`src/rtl/router_pkt_tx.sv`:
```
// router_pkt_tx: buffers a payload, then frames header/payload/parity onto the router byte interface
module router_pkt_tx #(
  parameter int MAX_LEN    = 63,
  parameter int GAP_CYCLES = 2
) (
  input  logic       clk,
  input  logic       rstn,
  input  logic       start,
  input  logic [1:0] dest_addr,
  input  logic [5:0] pay_len,
  input  logic       corrupt_parity,
  output logic       start_ready,
  output logic       req_err,
  input  logic [7:0] pl_data,
  input  logic       pl_valid,
  output logic       pl_ready,
  input  logic       busy,
  output logic [7:0] data_out,
  output logic       pkt_valid,
  output logic       tx_done
);
  typedef enum logic [2:0] {IDLE, LOAD, HEADER, PAYLOAD, PARITY, GAP} state_t;
  localparam logic [7:0] GAP_LAST = 8'(GAP_CYCLES - 1);
  state_t state, state_n;
  logic [1:0] addr, addr_n;
  logic [5:0] len, len_n, wr_cnt, wr_cnt_n, rd_cnt, rd_cnt_n;
  logic       corrupt, corrupt_n;
  logic [7:0] par, par_n, gap_cnt, gap_cnt_n, data_n, hdr, par_out;
  logic       pkt_valid_n, req_err_n, tx_done_n;
  logic [7:0] mem [MAX_LEN];
  assign start_ready = state == IDLE;
  assign pl_ready    = state == LOAD;
  assign hdr         = {len, addr};
  assign par_out     = par ^ {8{corrupt}};
  // payload buffer fill; contents need no reset since every byte is written before it is read
  always_ff @(posedge clk)
    if (pl_ready && pl_valid) mem[wr_cnt] <= pl_data;
  // state, capture and registered output flops
  always_ff @(posedge clk) begin
    if (!rstn) begin
      state     <= IDLE;
      addr      <= '0;
      len       <= '0;
      corrupt   <= 1'b0;
      wr_cnt    <= '0;
      rd_cnt    <= '0;
      par       <= '0;
      gap_cnt   <= '0;
      data_out  <= '0;
      pkt_valid <= 1'b0;
      req_err   <= 1'b0;
      tx_done   <= 1'b0;
    end else begin
      state     <= state_n;
      addr      <= addr_n;
      len       <= len_n;
      corrupt   <= corrupt_n;
      wr_cnt    <= wr_cnt_n;
      rd_cnt    <= rd_cnt_n;
      par       <= par_n;
      gap_cnt   <= gap_cnt_n;
      data_out  <= data_n;
      pkt_valid <= pkt_valid_n;
      req_err   <= req_err_n;
      tx_done   <= tx_done_n;
    end
  end
  // next-state and next-output decode; every transmit step waits for busy=0
  always_comb begin
    state_n     = state;
    addr_n      = addr;
    len_n       = len;
    corrupt_n   = corrupt;
    wr_cnt_n    = wr_cnt;
    rd_cnt_n    = rd_cnt;
    par_n       = par;
    gap_cnt_n   = gap_cnt;
    data_n      = data_out;
    pkt_valid_n = pkt_valid;
    req_err_n   = 1'b0;
    tx_done_n   = 1'b0;
    case (state)
      IDLE: if (start) begin
        if (dest_addr == 2'd3) req_err_n = 1'b1;
        else begin
          addr_n    = dest_addr;
          len_n     = pay_len;
          corrupt_n = corrupt_parity;
          wr_cnt_n  = '0;
          rd_cnt_n  = '0;
          if (pay_len == 6'd0) begin
            state_n     = HEADER;
            data_n      = {pay_len, dest_addr};
            par_n       = {pay_len, dest_addr};
            pkt_valid_n = 1'b1;
          end else state_n = LOAD;
        end
      end
      LOAD: if (pl_valid) begin
        wr_cnt_n = wr_cnt + 6'd1;
        if (wr_cnt == len - 6'd1) begin
          state_n     = HEADER;
          data_n      = hdr;
          par_n       = hdr;
          pkt_valid_n = 1'b1;
        end
      end
      HEADER: if (!busy) begin
        if (len == 6'd0) begin
          state_n     = PARITY;
          data_n      = par_out;
          pkt_valid_n = 1'b0;
        end else begin
          state_n  = PAYLOAD;
          data_n   = mem[0];
          par_n    = par ^ mem[0];
          rd_cnt_n = 6'd1;
        end
      end
      PAYLOAD: if (!busy) begin
        if (rd_cnt == len) begin
          state_n     = PARITY;
          data_n      = par_out;
          pkt_valid_n = 1'b0;
        end else begin
          data_n   = mem[rd_cnt];
          par_n    = par ^ mem[rd_cnt];
          rd_cnt_n = rd_cnt + 6'd1;
        end
      end
      PARITY: if (!busy) begin
        state_n   = GAP;
        data_n    = '0;
        tx_done_n = 1'b1;
        gap_cnt_n = '0;
      end
      GAP: begin
        gap_cnt_n = gap_cnt + 8'd1;
        state_n   = gap_cnt == GAP_LAST ? IDLE : GAP;
      end
      default: state_n = IDLE;
    endcase
  end
endmodule

```
`config.mk`:
```
export PLATFORM = sky130hd
export DESIGN_NAME = router_pkt_tx
export DESIGN_NICKNAME = d
export VERILOG_FILES = /design/src/rtl/router_pkt_tx.sv
export SDC_FILE = /design/constraint.sdc
export NUM_CORES = 1
export LEC_CHECK = 0
export CAP_MARGIN = 30
export CORE_UTILIZATION = 59
export DETAILED_ROUTE_END_ITERATION = 12
export PLACE_DENSITY = 0.76
export SYNTH_ARGS = -nofsm -noshare
export SYNTH_HDL_FRONTEND = slang
export SYNTH_SLANG_ARGS = --single-unit
```
`constraint.sdc`:
```
create_clock -name clk -period 3.46 [get_ports clk]
set_input_delay 0.346 -clock clk [delete_from_list [all_inputs] [get_ports clk]]
set_output_delay 0.346 -clock clk [all_outputs]
set_load 0.1 [all_outputs]
```
Word level (Yosys, flattened, before mapping)
Memories as Yosys holds them, arrays and structs flattened. A register that Yosys moved wholly into a read port is not among the register bits.
Index checks and enable logic that the tools add are counted.
{"block": "word_totals", "regBits": 51, "mem_count": 1, "ram_bits": 504, "input_bits": 22}
{"memory": "mem", "depth": 63, "width": 8, "read_ports": 2, "rd_ports_with_merged_regs": 1, "wr": 1, "line_no": "30", "source": "logic [7:0] mem [MAX_LEN];"}
{"block": "classes", "n_eq_ne": 21, "bitwise_logic": 4, "add_sub_neg": 4, "muxes": 54, "n_reduce_logical": 19}
{"op": "2-to-1 mux 8 bit", "count": 14}
{"op": "2-to-1 mux 6 bit", "count": 9}
{"op": "case mux 8 bit (5 select lines)", "count": 1}
{"op": "case mux 8 bit (4 select lines)", "count": 1}
{"op": "2-to-1 mux 3 bit", "count": 10}
{"op": "bitwise XOR 8 bit", "count": 3}
{"op": "!= test 2 bit, second input constant", "count": 10}
{"op": "AND reduction 10 bit", "count": 2}
{"op": "case mux 3 bit (6 select lines)", "count": 1}
{"op": "case mux 6 bit (3 select lines)", "count": 1}
{"op": "case mux 8 bit (2 select lines)", "count": 1}
{"op": "2-to-1 mux 1 bit", "count": 13}
{"op": "adder 6 x 1 -> 6 bit, second input constant", "count": 2}
{"op": "== test 6 bit", "count": 2}
{"op": "logical NOT 6 bit", "count": 2}
{"op": "case mux 6 bit (2 select lines)", "count": 1}
{"op": "AND reduction 9 bit", "count": 1}
{"op": "adder 8 x 1 -> 8 bit, second input constant", "count": 1}
{"op": "== test 8 x 1 -> 1 bit, second input constant", "count": 1}
{"op": "AND reduction 8 bit", "count": 1}
{"op": "AND reduction 7 bit", "count": 1}
{"op": "== test 3 x 2 -> 1 bit, second input constant", "count": 2}
{"op": "== test 3 bit, second input constant", "count": 2}
{"op": "AND reduction 3 bit", "count": 2}
{"op": "15 further kinds", "count": 18}

Logic depth before layout (Yosys ltp)
{"block": "logic_depth", "ltp_word": 6, "mapped_depth": 12, "mapped_depth_nobuf": 9}

Worst setup path before layout
No wires, ideal clock.
{"block": "synth_timing", "kind": "reg2reg", "start": "reg state[0]", "end": "mem mem[55][0], enable pin", "path_stages_with_launch": 8, "slack_ns": 0.034, "setup_time_ns": 0.370, "arrival_ns": 3.055, "required_time_ns": 3.090, "cell_sequence": "dfxtp_1 clkbuf_1 inv_1 nor3_1 clkbuf_1 and3_1 nand3_1 nor2_1"}
{"block": "synth_via", "elab_chain_len": 4}
{"item": "start: declaration", "line_no": "24", "source": "state_t state, state_n;"}
{"item": "start signal: assignment", "line_no": "54", "source": "state <= state_n;"}
{"item": "== test 3 x 1 -> 1 bit", "line_no": "32", "source": "assign pl_ready = state == LOAD;"}
{"item": "via pl_ready", "line_no": "16", "source": "output logic pl_ready,"}
{"item": "logical AND 1 bit", "line_no": "37", "source": "if (pl_ready && pl_valid) mem[wr_cnt] <= pl_data;"}
{"item": "2-to-1 mux 1 bit", "line_no": "37"}
{"item": "2-to-1 mux 1 bit (not written as such)", "line_no": "37"}
{"item": "end: declaration", "line_no": "30"}
The timed path passes the listed nets, and every way through them passes these cells.

==> flow_metrics.tcl <==
set metrics [dict create \
    cpMostUsedCell "buf_4" \
    synth-seq-cells 561 \
    place_inst 1922 \
    area_growth_pct 13.0 \
    synth.avg_cell_area_um2 16.6 \
    synth_warnings 0 \
    p_comb_frac 0.159 \
    fin_area_mm2 0.0260 \
    syn_nets 1412 \
    antenna_found_initial 0 \
    hold_class "in2reg" \
    insertion_delay_ns 0.60 \
    overflow 0 \
    cp_cell_sequence "buf_4 -> mux4_2 -> a22oi_1 -> o2111ai_1 -> a31oi_1 -> buf_4 -> o21ai_0 -> a22o_1" \
    pwr-share-seq 0.482 \
    setup_viol_count_final 0 \
    clock_sinks 561 \
    synthAdderAreaFrac 0.00272 \
    grt_usage 0.288 \
    slew_violations 0 \
    worstPathRequired_ns 3.94 \
    dp_hpwl_mm 36.1 \
    cts_tree "done" \
    cts-buffers-inserted 53 \
    outcome "finished, final reports clean" \
    place_area_mm2 0.0243 \
    p_leak_uw 0.00814 \
    slowest_delay_ns 0.71 \
    final_cells 2021 \
    synth_top_family_by_area "multiplexers" \
    cts_htree_levels 2 \
    cap_violations 0 \
    core_mm2 0.0380 \
    synth_xor_area_frac 0.0107 \
    start_util 0.606 \
    grtUsageMet1 0.406 \
    wire_per_inst_um 27.4 \
    tightestPinTransition_ns 1.04 \
    drive_gt1_frac 0.193 \
    cts_resized 0 \
    finalSetupTns_ns 0 \
    critPathSlowestCell "dfxtp_4" \
    synthFlopType "edfxtp_1" \
    worstSetupPathType "reg2reg" \
    dieWidth_um 200 \
    timing.fmax_mhz 300 \
    top_usage_layer "met2" \
    synth_edf_count 504 \
    hold_slack_ns 0.251 \
    cts_setup_buffers 0 \
    vias 13200 \
    grt_pass1_vias 13000 \
    cts-root-buf "clkbuf_16" \
    io_pins 35 \
    drt_iter0_markers 1489 \
    vias_per_cell 6.55 \
    hold_viol_final 0 \
    timing.final.crit_share 0.963 \
    num_rows 71 \
    rsz0062_at_grt "false" \
    grt_pass1_wl_mm 82.4 \
    grt_max_degree 64 \
    synthSimpleGateAreaFrac 0.0674 \
    async_flop_share 0 \
    p_sw_uw 4250 \
    power_uw 16000 \
    port_buffers 34 \
    synthDistinctLibCells 77 \
    postSynthCellCount 1385 \
    post-synth-top-area-cell "edfxtp_1" \
    gp_congestion 1.02 \
    clkTransAtPathRegs_ns 0.06 \
    die_area_mm2 0.0398 \
    ir_worst_vdd_mv 0.526 \
    use_met3 0.0496 \
    synth_area_mm2 0.0230 \
    antenna_cells 0 \
    period_minus_slack_ns 3.33 \
    drt-total-wl_mm 55.4 \
    cp.arrival_ns 3.82 \
    crit_fanout 25 \
    power_frac_clock 0.359 \
    drtAntennaViolNets 0 \
    final_net_count 1495 \
    die_h_um 200 \
    skew_ns 0.0148 \
    powerDensity_mw_per_mm2 614 \
    postCtsHoldBufs 0 \
    p_int_uw 11700 \
    post-route-drc-count 0 \
    ys_top_cells_by_area "edfxtp_1, mux4_2, dfxtp_1, mux2i_1, nor2_1" \
    met2_usage 0.457 \
    synthMuxAreaShare 0.135 \
    synth_top_area_frac 0.657 \
    ys_seq_area_frac 0.707 \
    synth_compound_area_frac 0.0615 \
    switching_share 0.266 \
    clockBufferDepth 3 \
    critPathLaunchType "register" \
    dr.pass1.iters 5 \
    slew_headroom 0.299 \
    end_kind "register" \
]
-- stage by stage --
step	setup WS, ns	util
finish	0.129	0.684
global placement	0.159	0.638
global route	0.0443	0.684
CTS	0.186	0.683
detailed placement	0.185	0.638
floorplan	0.0342	-
-- sequential cells by signal, indices dropped and copies added, names as in the netlist, 2 cells and up, named ones only --
signal and count:
len 6, data_out 8, gap_cnt 8, rd_cnt 6, mem 504, state 3, wr_cnt 6, addr 2
par 8
-- synthesized netlist by cell type, types with 8 or more instances --
| cell | number |
|---|---|
| nand4_1 | 9 |
| xor2_1 | 17 |
| or3_1 | 11 |
| buf_1 | 10 |
| o22ai_1 | 17 |
| a21oi_1 | 28 |
| nand2_1 | 62 |
| edfxtp_1 | 504 |
| buf_2 | 29 |
| a22oi_1 | 10 |
| clkbuf_1 | 37 |
| nor3_1 | 16 |
| nor2_1 | 121 |
| mux4_2 | 96 |
| mux2i_1 | 83 |
| mux2_2 | 10 |
| a211oi_1 | 8 |
| o21ai_0 | 46 |
| nand2b_1 | 12 |
| nand3_1 | 18 |
| xnor2_1 | 11 |
| dfxtp_1 | 57 |
| nor2b_1 | 11 |
-- power by group through the flow --
stage	Combinational [uW]	Clock, uW	Sequential [uW]
6_report	2540	5750	7700
5_1_grt	2700	6030	7720
4_1_cts	2510	5810	7700
3_3_place_gp	2470	0	7840
2_1_floorplan	1490	0	7990
3_5_place_dp	2500	0	7850
-- path summary, 6_finish.rpt --
path                from     endpoint  slack, ns  depth (start not counted)
max             register  data_out[5]       0.13                          8
min           pl_data[1]   mem[18][1]       0.25                          1
max reg2reg     register  data_out[5]       0.13                          8
min reg2reg  data_out[2]  data_out[2]       0.48                          1
-- area by class of cell --
type                    count  area [um^2]
clock inverters            34          334
clock buffers              63         1370
fillers                  2532        12000
inverters                   8         30.0
flip-flops and latches    561        16300
repair buffers            106          981
multi-input cells         738         6380
well taps                 511          639
-- layer usage --
layer  routed length, um  vias up
met3                5210      112
met4                1740        0
li1                    -     5708
met5                   0        -
met2               26400      738
met1               22000     6670
-- logic make-up (layout without fill, tap and decap cells) --
group / count (synthesis) / in the layout
AOI/OAI and AO/OA: 202 / 202
xor gates and xnor gates: 28 / 28
adders and majority gates: 5 / 5
buffers and inverters: 86 / 211
DFF: 561 / 561
muxes: 189 / 189
and+or+nand+nor: 314 / 314
-- critical path: cells and delay by family (launching register included) --
family                 cells  cell delay [ns]
AOI/OAI and AO/OA          5             1.46
DFF                        1             0.71
muxes                      1             0.52
buffers and inverters      2             0.50
-- cells in the final DEF, fill, tap and decap left out, drive strengths merged, types with 7 or more instances in the layout --
| cell type | instances |
|---|---|
| clkinv | 23 |
| nand4 | 9 |
| o21ai | 47 |
| clkdlybuf4s50 | 24 |
| mux2 | 10 |
| buf | 82 |
| mux2i | 83 |
| nand2b | 12 |
| nand2 | 62 |
| nor2 | 122 |
| nand3 | 18 |
| mux4 | 96 |
| a21oi | 28 |
| a31oi | 7 |
| or3 | 11 |
| o22ai | 17 |
| nor3 | 16 |
| nor2b | 11 |
| a22oi | 10 |
| edfxtp | 504 |
| inv | 9 |
| clkbuf | 63 |
| dfxtp | 57 |
| xor2 | 17 |
| a211oi | 8 |
| a22o | 7 |
| and3 | 7 |
| xnor2 | 11 |
No activity file was read; power rests on OpenSTA's default activity.
